===== src/rtl/lieat_exu_wbck.sv =====
// rtl/lieat_exu_wbck.sv - EXU/long-path writeback merge with 2-entry EXU buffer
// Single registered regfile write port; long path preempts EXU unless the buffer is full.
module lieat_exu_wbck #(
  parameter int XLEN    = 32,
  parameter int RFIDX_W = 5
) (
  input  logic               clock,
  input  logic               reset,
  input  logic               ex_valid,
  output logic               ex_ready,
  input  logic               ex_rdwen,
  input  logic [RFIDX_W-1:0] ex_rdidx,
  input  logic [XLEN-1:0]    ex_result,
  input  logic               lng_valid,
  output logic               lng_ready,
  input  logic [RFIDX_W-1:0] lng_rdidx,
  input  logic [XLEN-1:0]    lng_result,
  output logic               rf_wen,
  output logic [RFIDX_W-1:0] rf_waddr,
  output logic [XLEN-1:0]    rf_wdata,
  input  logic [RFIDX_W-1:0] chk_rdidx,
  output logic               chk_hit,
  output logic [1:0]         buf_cnt
);

  logic [1:0]              cnt_q, cnt_d;
  logic                    wptr_q, wptr_d;
  logic                    rptr_q, rptr_d;
  logic [1:0]              ent_rdwen_q, ent_rdwen_d;
  logic [1:0][RFIDX_W-1:0] ent_rdidx_q, ent_rdidx_d;
  logic [1:0][XLEN-1:0]    ent_data_q, ent_data_d;
  logic                    rf_wen_q, rf_wen_d;
  logic [RFIDX_W-1:0]      rf_waddr_q, rf_waddr_d;
  logic [XLEN-1:0]         rf_wdata_q, rf_wdata_d;

  logic               full, empty, pop, push, take_lng, bypass;
  logic               win_valid, win_rdwen;
  logic [RFIDX_W-1:0] win_rdidx;
  logic [XLEN-1:0]    win_data;
  logic [1:0]         ent_vld;

  always_comb begin
    full      = (cnt_q == 2'd2);
    empty     = (cnt_q == 2'd0);
    ex_ready  = !full;
    lng_ready = !full;

    // Full buffer forces a drain; otherwise the long path preempts buffered EXU results.
    pop      = full | (!lng_valid & !empty);
    take_lng = !full & lng_valid;
    bypass   = !full & !lng_valid & empty & ex_valid;
    push     = ex_valid & !full & !bypass;

    win_valid = pop | take_lng | bypass;
    win_rdwen = 1'b0;
    win_rdidx = '0;
    win_data  = '0;
    if (pop) begin
      win_rdwen = ent_rdwen_q[rptr_q];
      win_rdidx = ent_rdidx_q[rptr_q];
      win_data  = ent_data_q[rptr_q];
    end else if (take_lng) begin
      win_rdwen = 1'b1;
      win_rdidx = lng_rdidx;
      win_data  = lng_result;
    end else if (bypass) begin
      win_rdwen = ex_rdwen;
      win_rdidx = ex_rdidx;
      win_data  = ex_result;
    end

    cnt_d  = cnt_q + {1'b0, push} - {1'b0, pop};
    wptr_d = wptr_q ^ push;
    rptr_d = rptr_q ^ pop;

    ent_rdwen_d = ent_rdwen_q;
    ent_rdidx_d = ent_rdidx_q;
    ent_data_d  = ent_data_q;
    if (push) begin
      ent_rdwen_d[wptr_q] = ex_rdwen;
      ent_rdidx_d[wptr_q] = ex_rdidx;
      ent_data_d[wptr_q]  = ex_result;
    end

    // x0 writes still consume their slot but never assert the enable.
    rf_wen_d   = win_valid & win_rdwen & (win_rdidx != '0);
    rf_waddr_d = win_valid ? win_rdidx : rf_waddr_q;
    rf_wdata_d = win_valid ? win_data  : rf_wdata_q;
  end

  always_comb begin
    ent_vld[0] = full | ((cnt_q == 2'd1) & !rptr_q);
    ent_vld[1] = full | ((cnt_q == 2'd1) &  rptr_q);
    chk_hit = 1'b0;
    for (int i = 0; i < 2; i++) begin
      if (ent_vld[i] && ent_rdwen_q[i] && (ent_rdidx_q[i] == chk_rdidx) && (chk_rdidx != '0))
        chk_hit = 1'b1;
    end
  end

  always_ff @(posedge clock) begin
    if (reset) begin
      cnt_q       <= '0;
      wptr_q      <= 1'b0;
      rptr_q      <= 1'b0;
      ent_rdwen_q <= '0;
      ent_rdidx_q <= '0;
      ent_data_q  <= '0;
      rf_wen_q    <= 1'b0;
      rf_waddr_q  <= '0;
      rf_wdata_q  <= '0;
    end else begin
      cnt_q       <= cnt_d;
      wptr_q      <= wptr_d;
      rptr_q      <= rptr_d;
      ent_rdwen_q <= ent_rdwen_d;
      ent_rdidx_q <= ent_rdidx_d;
      ent_data_q  <= ent_data_d;
      rf_wen_q    <= rf_wen_d;
      rf_waddr_q  <= rf_waddr_d;
      rf_wdata_q  <= rf_wdata_d;
    end
  end

  assign rf_wen   = rf_wen_q;
  assign rf_waddr = rf_waddr_q;
  assign rf_wdata = rf_wdata_q;
  assign buf_cnt  = cnt_q;

endmodule


===== config.mk =====
export PLATFORM = sky130hd
export DESIGN_NAME = lieat_exu_wbck
export DESIGN_NICKNAME = d
export VERILOG_FILES = /design/src/rtl/lieat_exu_wbck.sv
export SDC_FILE = /design/constraint.sdc
export NUM_CORES = 1
export LEC_CHECK = 0
export ABC_CLOCK_PERIOD_IN_PS = 2800
export BUFFER_PORTS_ARGS = -buffer_cell sky130_fd_sc_hd__buf_2
export CAP_MARGIN = 10
export CORE_ASPECT_RATIO = 0.75
export CORE_MARGIN = 3
export CORE_UTILIZATION = 25
export DETAILED_ROUTE_END_ITERATION = 12
export GPL_TIMING_DRIVEN = 1
export PLACE_DENSITY = 0.54
export SYNTH_ARGS = -nofsm -noshare
export SYNTH_HDL_FRONTEND = slang
export SYNTH_SLANG_ARGS = --single-unit

===== constraint.sdc =====
create_clock -name clock -period 2.8 [get_ports clock]
set_input_delay 0.28 -clock clock [delete_from_list [all_inputs] [get_ports clock]]
set_output_delay 0.28 -clock clock [all_outputs]
set_load 0.01 [all_outputs]

==> results of run 1 <==
[worst max-delay path by stage]
| stage | end | from | slack, ps |
|---|---|---|---|
| CTS | rf_wdata[13]$_SDFFE_PP0P_ | buf_cnt[0]$_SDFF_PP0_ | 400 |
| finish | rf_wdata[13]$_SDFFE_PP0P_ | buf_cnt[0]$_SDFF_PP0_ | 450 |
| global placement | rf_wdata[6]$_SDFFE_PP0P_ | buf_cnt[0]$_SDFF_PP0_ | 490 |
| global route | rf_wdata[13]$_SDFFE_PP0P_ | buf_cnt[0]$_SDFF_PP0_ | 250 |
| detailed placement | rf_wdata[13]$_SDFFE_PP0P_ | buf_cnt[0]$_SDFF_PP0_ | 420 |
| floorplan | buf_cnt[1]$_SDFF_PP0_ | buf_cnt[0]$_SDFF_PP0_ | 680 |
[worst reg2reg max path, cell delays in order, from the launching register on]
cell and delay (ps):
dfxtp_1 540, nand2b_1 350, and2_1 820, buf_4 310, a222oi_1 100, a21oi_1 160
[sequential cells by signal, summed over array words and instances, names as in the netlist]
signal	count
buf_cnt	2
ent_data_q	64
ent_rdidx_q	10
ent_rdwen_q	2
rf_waddr	5
rf_wdata	32
rf_wen	1
rptr_q	1
wptr_q	1
[stage by stage]
step / utilization (%) / hold WS, ps / power, µW / setup slack (ps) / instance area, µm²
detailed placement: 29.9 / 444 / 3970 / 421 / 6090
floorplan: - / 416 / 3420 / 681 / 5220
finish: 32.9 / 130 / 6230 / 447 / 6720
global route: 32.9 / 110 / 6580 / 253 / 6720
CTS: 32.9 / 107 / 6330 / 401 / 6720
global placement: 29.9 / 445 / 3950 / 495 / 6090
[power groups by stage]
stage	Clock, µW	Combinational, µW	Sequential [µW]
6_report	2330	1820	2090
5_1_grt	2470	1990	2120
4_1_cts	2390	1850	2090
3_5_place_dp	0	1840	2130
3_3_place_gp	0	1830	2120
2_1_floorplan	0	1330	2090
[cell usage after synthesis, drive strengths merged]
cell | count | area share (%)
ha | 4 | 0.96
o211a | 2 | 0.38
o21ai | 5 | 0.48
nor2b | 3 | 0.36
mux2i | 78 | 15
a222oi | 33 | 6.3
nor3 | 2 | 0.19
xor2 | 7 | 1.2
xnor2 | 3 | 0.50
a221oi | 7 | 1.7
and2 | 3 | 0.36
inv | 7 | 0.50
buf | 27 | 3.5
nand2b | 3 | 0.36
o22ai | 1 | 0.12
a21o | 1 | 0.14
dfxtp | 118 | 45
o22a | 2 | 0.34
a21oi | 39 | 3.7
or2 | 4 | 0.48
or4 | 1 | 0.14
nor2 | 80 | 5.7
a31oi | 1 | 0.12
nand3 | 1 | 0.096
nand2 | 40 | 2.9
clkbuf | 19 | 1.4
nand4 | 1 | 0.12
nor4 | 3 | 0.36
nor4b | 1 | 0.46
mux2 | 32 | 6.9
[final cells by class]
type,count,share of cell area [%]
inverter,7,0.391
timing repair buffer,141,11.3
tap,282,5.25
clock inverter,8,2.18
clock buffer,23,7.12
multi-input combinational,357,38.6
sequential,118,35.2
[cells by family after synthesis]
family | after synthesis | share of synthesized area [%]
AOI/OAI and AO/OA | 91 | 13.3
xor gates and xnor gates | 10 | 1.68
adders and majority gates | 4 | 0.958
buffers and inverters | 53 | 5.41
DFF | 118 | 45.2
muxes | 110 | 21.8
and+or+nand+nor | 142 | 11.6
[routing by layer]
metal / track usage [%] / vias to the layer above / wire [µm]
met5: 0 / - / 0
met4: 3.92 / 0 / 158
met3: 4.53 / 14 / 909
met2: 20.1 / 122 / 6340
met1: 17.9 / 2064 / 7540
li1: - / 2133 / -
==> metrics.md, run 1 <==
| Metric | Value |
|---|---|
| Mapped Cells | `528` |
| WL/cell | `16.0 µm` |
| CTS sink cnt | `118` |
| # setup viols final | `0` |
| Synth Register Bits | `118` |
| Critical path's top delay family | `simple AND/OR/NAND/NOR gates` |
| HP Start | `ex_result[28]` |
| Clk Latency, worst-skew pair | `410 ps` |
| Vias post-DR | `4333` |
| Clk buf depth | `2` |
| Row Count | `45` |
| Mapped cell area | `5220 µm²` |
| Port Buffers | `126` |
| Detail Placement HPWL | `10100 µm` |
| Die height | `131 µm` |
| CP Class | `register to register` |
| Reg clk slew, reported paths | `50 ps` |
| Part of the power in the clock network | `37.3%` |
| Commonest non-fill, non-tap cells in the layout | `buf_2, dfxtp_1, nor2_1` |
| Largest net degree at the start of global routing | `58` |
| Register share of total power | `33.5%` |
| Hold WC Path Type | `input pin to register` |
| Dpl cells | `905` |
| Ys Warns | `0` |
| First-pass GRT wire length | `23800 µm` |
| Slew margin rel. | `35.5%` |
| # DRC | `0` |
| Syn_area_per_cell | `9.89 µm²` |
| Switching Share | `31.7%` |
| Initial Util | `25.6%` |
| 1st-iter DRT viols | `421` |
| Antenna violations before repair | `0` |
| Net Sw Power | `1970 µW` |
| Hold path depth | `3` |
| Final Hold Vio Count | `0` |
| Combinational Power Share | `29.2%` |
| FILL cells | `2168` |
| Final min period | `2350 ps` |
| R2r setup slk | `450 ps` |
| Critical path's largest stage delay | `820 ps` |
| GRT Util Overall | `13.3%` |
| Critical path depth | `5` |
| RSZ-0062 raised after global routing | `false` |
| Max Clock Freq | `425 MHz` |
| FF-to-FF End | `rf_wdata[13]$_SDFFE_PP0P_` |
| Most common cell after layout, fill and taps aside | `buf_2` |
| Worst reg-to-reg path cell count | `5` |
| Pwr/cell area | `928 nW/µm²` |
| Vias in the first global route | `4322` |
| Crit end category | `register` |
| Layout cells sized above 1 | `32.3%` |
| Fin crit share | `84.0%` |
| Measured slew at the worst slew-check pin | `968 ps` |
| GP Congestion | `0.799` |
| Antenna Nets Post-Route | `0` |
| Post-CTS setup buffers | `0` |
| TritonCTS clock tree | `done` |
| Routed vias/inst | `4.63` |
| Leakage | `0.00273 µW` |
| RR Startpoint | `buf_cnt[0]$_SDFF_PP0_` |
| CP Data Arrival Time | `2690 ps` |
| Area grow syn2layout | `28.6%` |
| Die Footprint | `22700 µm²` |
| Resize count post-CTS | `0` |
| Max-cap violations | `0` |
| Total wire length | `14900 µm` |
| Element type at the critical path start | `register` |
| Hold_buf cts | `0` |
| Die W | `173 µm` |
| DRT Pass-1 Iters | `6` |
| Worst IR Drop VDD | `0.403 mV` |
| Root buffer cell | `clkbuf_16` |
| Worst path cell trace | `nand2b_1 > and2_1 > buf_4 > a222oi_1 > a21oi_1` |
| Core area | `20400 µm²` |
| Area used by multi-input combinational logic | `2590 µm²` |
| Total CTS buffers | `17` |
| Crit path buffers/inverters | `1` |
| Final std cells w/o fill | `936` |
| Total global routing overflow | `0` |
| Largest fanout on the critical path | `20` |
| Inserted Diodes | `0` |
| Syn Nets | `616` |
| Status | `complete, no violations` |
| Register area | `2360 µm²` |
| Slew Viols, Final | `0` |
| Total Nets Final | `730` |
| Req. time, crit path | `3140 ps` |
| Internal power | `4260 µW` |
| Hold EP | `rf_wdata[28]$_SDFFE_PP0P_` |
| Setup TNS | `0 ps` |
| Register area share after synthesis | `45.2%` |
| Synth unique cells | `36` |
| IO Pins | `127` |
| Clock skew | `6.89 ps` |
| Slowest library cell on the worst path | `and2_1` |
| CTS H-tree depth | `4` |
Note: power is estimated with default switching activity, not from simulation.
==> run 2, diff against run 1 <==
--- a/config.mk
+++ b/config.mk
@@ -5,7 +5,7 @@
 export SDC_FILE = /design/constraint.sdc
 export NUM_CORES = 1
 export LEC_CHECK = 0
-export ABC_CLOCK_PERIOD_IN_PS = 2800
+export ABC_CLOCK_PERIOD_IN_PS = 1990
 export BUFFER_PORTS_ARGS = -buffer_cell sky130_fd_sc_hd__buf_2
 export CAP_MARGIN = 10
 export CORE_ASPECT_RATIO = 0.75
@@ -13,7 +13,7 @@
 export CORE_UTILIZATION = 25
 export DETAILED_ROUTE_END_ITERATION = 12
 export GPL_TIMING_DRIVEN = 1
-export PLACE_DENSITY = 0.54
+export PLACE_DENSITY = 0.56
 export SYNTH_ARGS = -nofsm -noshare
 export SYNTH_HDL_FRONTEND = slang
 export SYNTH_SLANG_ARGS = --single-unit
==> constraint.sdc (replaced) <==
create_clock -name clock -period 1.99 [get_ports clock]
set_input_delay 0.199 -clock clock [delete_from_list [all_inputs] [get_ports clock]]
set_output_delay 0.199 -clock clock [all_outputs]
set_load 0.01 [all_outputs]
==> run 2 against run 1 <==
Effect of this change: clock skew is essentially flat; worst setup slack lost 300 ps; critical path depth grew 1; sequential cell count is the same; via count grew 1.8%; die area is the same; clock power grew 28%; routed wire length shrank 1.6%; sequential power grew 40%; non-clock buffer count grew 8; combinational power grew 49%; critical path type is now register to output port; critical endpoint is now chk_hit.
==> metrics.md, run 2 (synthesis gave the netlist of run 1 again) <==
| Metric | Value |
|---|---|
| Status | `complete, no violations` |
| Max reg flops | `64` |
| Max Clock Freq | `542 MHz` |
| Most common cell after layout, fill and taps aside | `buf_2` |
| Area grow syn2layout | `30.1%` |
| Final min period | `1840 ps` |
| R2r setup slk | `190 ps` |
| CTS sink cnt | `118` |
| Pwr/cell area | `1270 nW/µm²` |
| Hold path depth | `3` |
| Total wire length | `14700 µm` |
| Initial Util | `25.6%` |
| Reg clk slew, reported paths | `60 ps` |
| Total CTS buffers | `17` |
| Element type at the critical path start | `register` |
| Final Hold Vio Count | `0` |
| Slew Viols, Final | `0` |
| Worst IR Drop VDD | `0.511 mV` |
| Routed vias/inst | `4.67` |
| Port Buffers | `126` |
| Clk buf depth | `2` |
| GP Congestion | `0.811` |
| RSZ-0062 raised after global routing | `false` |
| Inserted Diodes | `0` |
| DRT Pass-1 Iters | `6` |
| 1st-iter DRT viols | `439` |
| Total global routing overflow | `0` |
| Clock skew | `7.09 ps` |
| Worst Setup SP | `buf_cnt[1]$_SDFF_PP0_` |
| Clk Latency, worst-skew pair | `410 ps` |
| Detail Placement HPWL | `10100 µm` |
| Hold_buf cts | `0` |
| Worst reg-to-reg path cell count | `8` |
| Leakage | `0.00277 µW` |
| Max-cap violations | `0` |
| Metal2 WL | `6120 µm` |
| Setup TNS | `0 ps` |
| Die height | `131 µm` |
| Largest net degree at the start of global routing | `62` |
| Core area | `20400 µm²` |
| CP Data Arrival Time | `1640 ps` |
| Slew margin rel. | `71.6%` |
| HP Start | `ex_result[10]` |
| Layout cells sized above 1 | `34.2%` |
| First-pass GRT wire length | `23700 µm` |
| Die W | `173 µm` |
| TritonCTS clock tree | `done` |
| WL/cell | `15.6 µm` |
| RR Startpoint | `buf_cnt[0]$_SDFF_PP0_` |
| Fin crit share | `92.6%` |
| Commonest non-fill, non-tap cells in the layout | `buf_2, dfxtp_1, nor2_1` |
| # DRC | `0` |
| Met3 wire len | `1040 µm` |
| # setup viols final | `0` |
| Req. time, crit path | `1790 ps` |
| CTS H-tree depth | `4` |
| Placed Area | `6190 µm²` |
| Total Nets Final | `738` |
| GRT Util Overall | `13.0%` |
| Vias post-DR | `4413` |
| IO Pins | `127` |
| Measured slew at the worst slew-check pin | `426 ps` |
| Biggest register | `ent_data_q` |
| CP Class | `register to output port` |
| Highest metal used | `met5` |
| Antenna violations before repair | `1` |
| Crit end category | `output port` |
| Root buffer cell | `clkbuf_16` |
| Antenna Nets Post-Route | `0` |
| Met1 wire length | `7390 µm` |
| Hold WC Path Type | `input pin to register` |
| Vias in the first global route | `4229` |
| Design area | `6800 µm²` |
| Row Count | `45` |
| Largest fanout on the critical path | `5` |
| Die Footprint | `22700 µm²` |
[run 2: cell types whose count changed in the layout (fill, tap and decap cells not counted), moves of 2 or more]
cell and delta:
o21ai_0 -2, clkinv_4 +4, dfxtp_1 -2, inv_6 +3, bufinv_16 -3, dfxtp_2 +2
o21ai_1 +2, buf_12 +3, clkbuf_1 -2, buf_4 +5
[run 2: cell type report]
cell class / instances / area (µm²)
tap: 282 / 353
multi-input combinational: 357 / 2620
timing repair buffer: 149 / 856
clock buffer: 20 / 457
inverter: 7 / 26.3
clock inverter: 12 / 120
fill: 2125 / 13600
sequential: 118 / 2370
[run 2: power breakdown]
group	leakage [µW]	internal [µW]	switching [µW]	total [µW]
clock	0.000278	1800	1190	2990
sequential	0.000966	2700	236	2930
combinational	0.00152	1230	1500	2720
[run 2: timing repair]
item / in CTS / in global routing
buffers inserted: 0 / 3
resized for setup: 0 / 4
endpoints found under the setup margin: 0 / 3
[run 2: stage by stage]
step	std cells	worst slack [ps]	utilization, %	hold slack, ps	total power (µW)
2_1_floorplan	528	12.8	-	335	4910
3_3_place_gp	910	97.5	30.4	449	5680
3_5_place_dp	910	84.1	30.4	454	5680
4_1_cts	942	45.7	33.2	16.6	8730
5_1_grt	945	38.7	33.4	28.6	9150
6_report	945	146	33.4	43.6	8650
[run 2: final timing paths]
check | end
worst max-delay path | chk_hit
worst min-delay path | rf_wdata[10]$_SDFFE_PP0P_
worst max register to register | buf_cnt[1]$_SDFF_PP0_
worst min register to register | rf_waddr[4]$_SDFFE_PP0P_
[run 2: critical path, cell delays in order (launching register included)]
cell	delay [ps]
dfxtp_2	350
buf_4	160
nand2b_1	160
o21ai_1	150
nand3_1	100
a21oi_1	160
buf_2	150
[run 2: layer usage]
metal  global-route usage [%]  vias to the layer above
met4                     3.83                        2
li1                         -                     2150
met1                     18.5                     2104
met2                     18.5                      140
met5                        0                        -
met3                     4.56                       17
==> run 3, diff against run 2 <==
--- a/config.mk
+++ b/config.mk
@@ -11,8 +11,10 @@
 export CORE_ASPECT_RATIO = 0.75
 export CORE_MARGIN = 3
 export CORE_UTILIZATION = 25
+export CTS_BUF_LIST = sky130_fd_sc_hd__clkbuf_16
 export DETAILED_ROUTE_END_ITERATION = 12
 export GPL_TIMING_DRIVEN = 1
+export MAX_ROUTING_LAYER = met4
 export PLACE_DENSITY = 0.56
 export SYNTH_ARGS = -nofsm -noshare
 export SYNTH_HDL_FRONTEND = slang
==> run 3 against run 2 <==
Effect of this change: hold slack got worse by 1.1 ps; first-iteration DRC count down 1.8%; die area did not move; sequential power hardly changed; global-route usage is 0.44 points higher; fmax rose by 0.11%; combinational power hardly changed; clock skew barely moved; critical path depth did not move; total power fell by 1.1%; highest routed layer is now met4.
==> metrics.md, run 3 (synthesis gave the netlist of run 1 again) <==
| Metric | Value |
|---|---|
| Worst Setup SP | `buf_cnt[1]$_SDFF_PP0_` |
| Root buffer cell | `clkbuf_16` |
| R2r setup slk | `200 ps` |
| Critical path's largest stage delay | `350 ps` |
| Hold WC Path Type | `input pin to register` |
| Setup crit end | `chk_hit` |
| Worst IR Drop VDD | `0.512 mV` |
| Die height | `131 µm` |
| Antenna Nets Post-Route | `0` |
| Biggest register | `ent_data_q` |
| Core area | `20400 µm²` |
| Crit end category | `output port` |
| Reg clk slew, reported paths | `60 ps` |
| WL/cell | `15.6 µm` |
| Routed vias/inst | `4.69` |
| DRT Pass-1 Iters | `7` |
| 1st-iter DRT viols | `431` |
| Worst slack, placed | `84.1 ps` |
| Slew margin rel. | `71.1%` |
| Clk Latency, worst-skew pair | `410 ps` |
| Vias in the first global route | `4233` |
| Leakage | `0.00276 µW` |
| Max reg flops | `64` |
| Clock skew | `7.44 ps` |
| Final Hold Vio Count | `0` |
| Row Count | `45` |
| Area grow syn2layout | `29.8%` |
| Max-cap violations | `0` |
| Hold_ws | `42.4 ps` |
| Commonest non-fill, non-tap cells in the layout | `buf_2, dfxtp_1, nor2_1` |
| Worst reg-to-reg path cell count | `8` |
| Max Clock Freq | `543 MHz` |
| Largest net degree at the start of global routing | `62` |
| Port Buffers | `126` |
| Total global routing overflow | `0` |
| CP Class | `register to output port` |
| Total Nets Final | `738` |
| Crit path buffers/inverters | `2` |
| Element type at the critical path start | `register` |
| # setup viols final | `0` |
| Detail Placement HPWL | `10100 µm` |
| GRT Util Overall | `13.4%` |
| Slew Viols, Final | `0` |
| RR Startpoint | `buf_cnt[0]$_SDFF_PP0_` |
| FILL cells | `2125` |
| Worst path cell trace | `buf_4 > nand2b_1 > o21ai_1 > nand3_1 > a21oi_1 > buf_2` |
| Layout cells sized above 1 | `33.9%` |
| CP Data Arrival Time | `1640 ps` |
| Largest fanout on the critical path | `5` |
| Die Footprint | `22700 µm²` |
| Clk buf depth | `2` |
| Final min period | `1840 ps` |
| GP Congestion | `0.823` |
| # DRC | `0` |
| Final core occ | `33.3%` |
| TritonCTS clock tree | `done` |
| IO Pins | `127` |
| Status | `complete, no violations` |
| CTS H-tree depth | `4` |
| Measured slew at the worst slew-check pin | `434 ps` |
| Fin crit share | `92.5%` |
| Slowest library cell on the worst path | `dfxtp_2` |
| Most common cell after layout, fill and taps aside | `buf_2` |
| Total wire length | `14700 µm` |
| Die W | `173 µm` |
| Vias post-DR | `4434` |
| First-pass GRT wire length | `23700 µm` |
| Req. time, crit path | `1790 ps` |
| Critical path's top delay family | `flip-flops` |
| CTS sink cnt | `118` |
| FF-to-FF End | `buf_cnt[1]$_SDFF_PP0_` |
| Critical path depth | `6` |
| RSZ-0062 raised after global routing | `false` |
| Total CTS buffers | `17` |
| Antenna violations before repair | `1` |
| Setup ws final | `148 ps` |
| Initial Util | `25.6%` |
| Setup TNS | `0 ps` |
| Pwr/cell area | `1260 nW/µm²` |
run 3: changes by cell type in the layout (fill, tap and decap cells not counted), sizes merged:
cell,change
clkbuf,-3
clkinv,+2
diode,+1
inv,+1
run 3: how the worst min path moves through the flow:
| stage | from | endpoint | cells past startpoint |
|---|---|---|---|
| final | ex_result[10] | rf_wdata[10]$_SDFFE_PP0P_ | 3 |
| after global routing | ex_result[8] | rf_wdata[8]$_SDFFE_PP0P_ | 3 |
| after CTS | ex_result[10] | rf_wdata[10]$_SDFFE_PP0P_ | 3 |
| after detailed placement | rf_waddr[1]$_SDFFE_PP0P_ | rf_waddr[1]$_SDFFE_PP0P_ | 2 |
| after global placement | rf_waddr[3]$_SDFFE_PP0P_ | rf_waddr[3]$_SDFFE_PP0P_ | 2 |
| after floorplan | ex_result[0] | rf_wdata[0]$_SDFFE_PP0P_ | 2 |
run 3: final cells by class:
cell class	instances	area, µm²	area share [%]
clock inverter	15	131	1.94
antenna	1	2.50	0.0369
clock buffer	17	425	6.27
sequential	118	2370	34.9
inverter	7	26.3	0.388
tap	282	353	5.20
multi-input combinational	357	2620	38.6
timing repair buffer	149	856	12.6
run 3: per-layer routing:
metal  share of wire (%)  global-route usage, %  vias up
met5                   0                      -        -
met3                 7.4                   4.65       10
met1                  50                   18.6     2109
met4                0.74                   3.83        0
met2                  42                   18.5      162
li1                    -                      -     2153
run 3: worst min-delay path: stages:
cell     delay (ps)
buf_2           110
nand2_1          50
a21oi_1          50
run 3: report_power, final:
| group | switching [µW] | internal, µW |
|---|---|---|
| registers | 235 | 2700 |
| logic | 1500 | 1230 |
| clock network | 1180 | 1720 |
run 3: per-stage QoR:
stage | power [µW] | cell area (µm²) | instances
finish | 8550 | 6780 | 946
global route | 9070 | 6780 | 946
CTS | 8650 | 6750 | 942
detailed placement | 5680 | 6190 | 910
global placement | 5680 | 6190 | 910
floorplan | 4910 | 5270 | 528
run 3: repair_timing:
item / CTS / global route
setup endpoints to repair: 0 / 3
hold buffers: 0 / 0
setup buffers: 0 / 3
gates resized for setup: 0 / 4
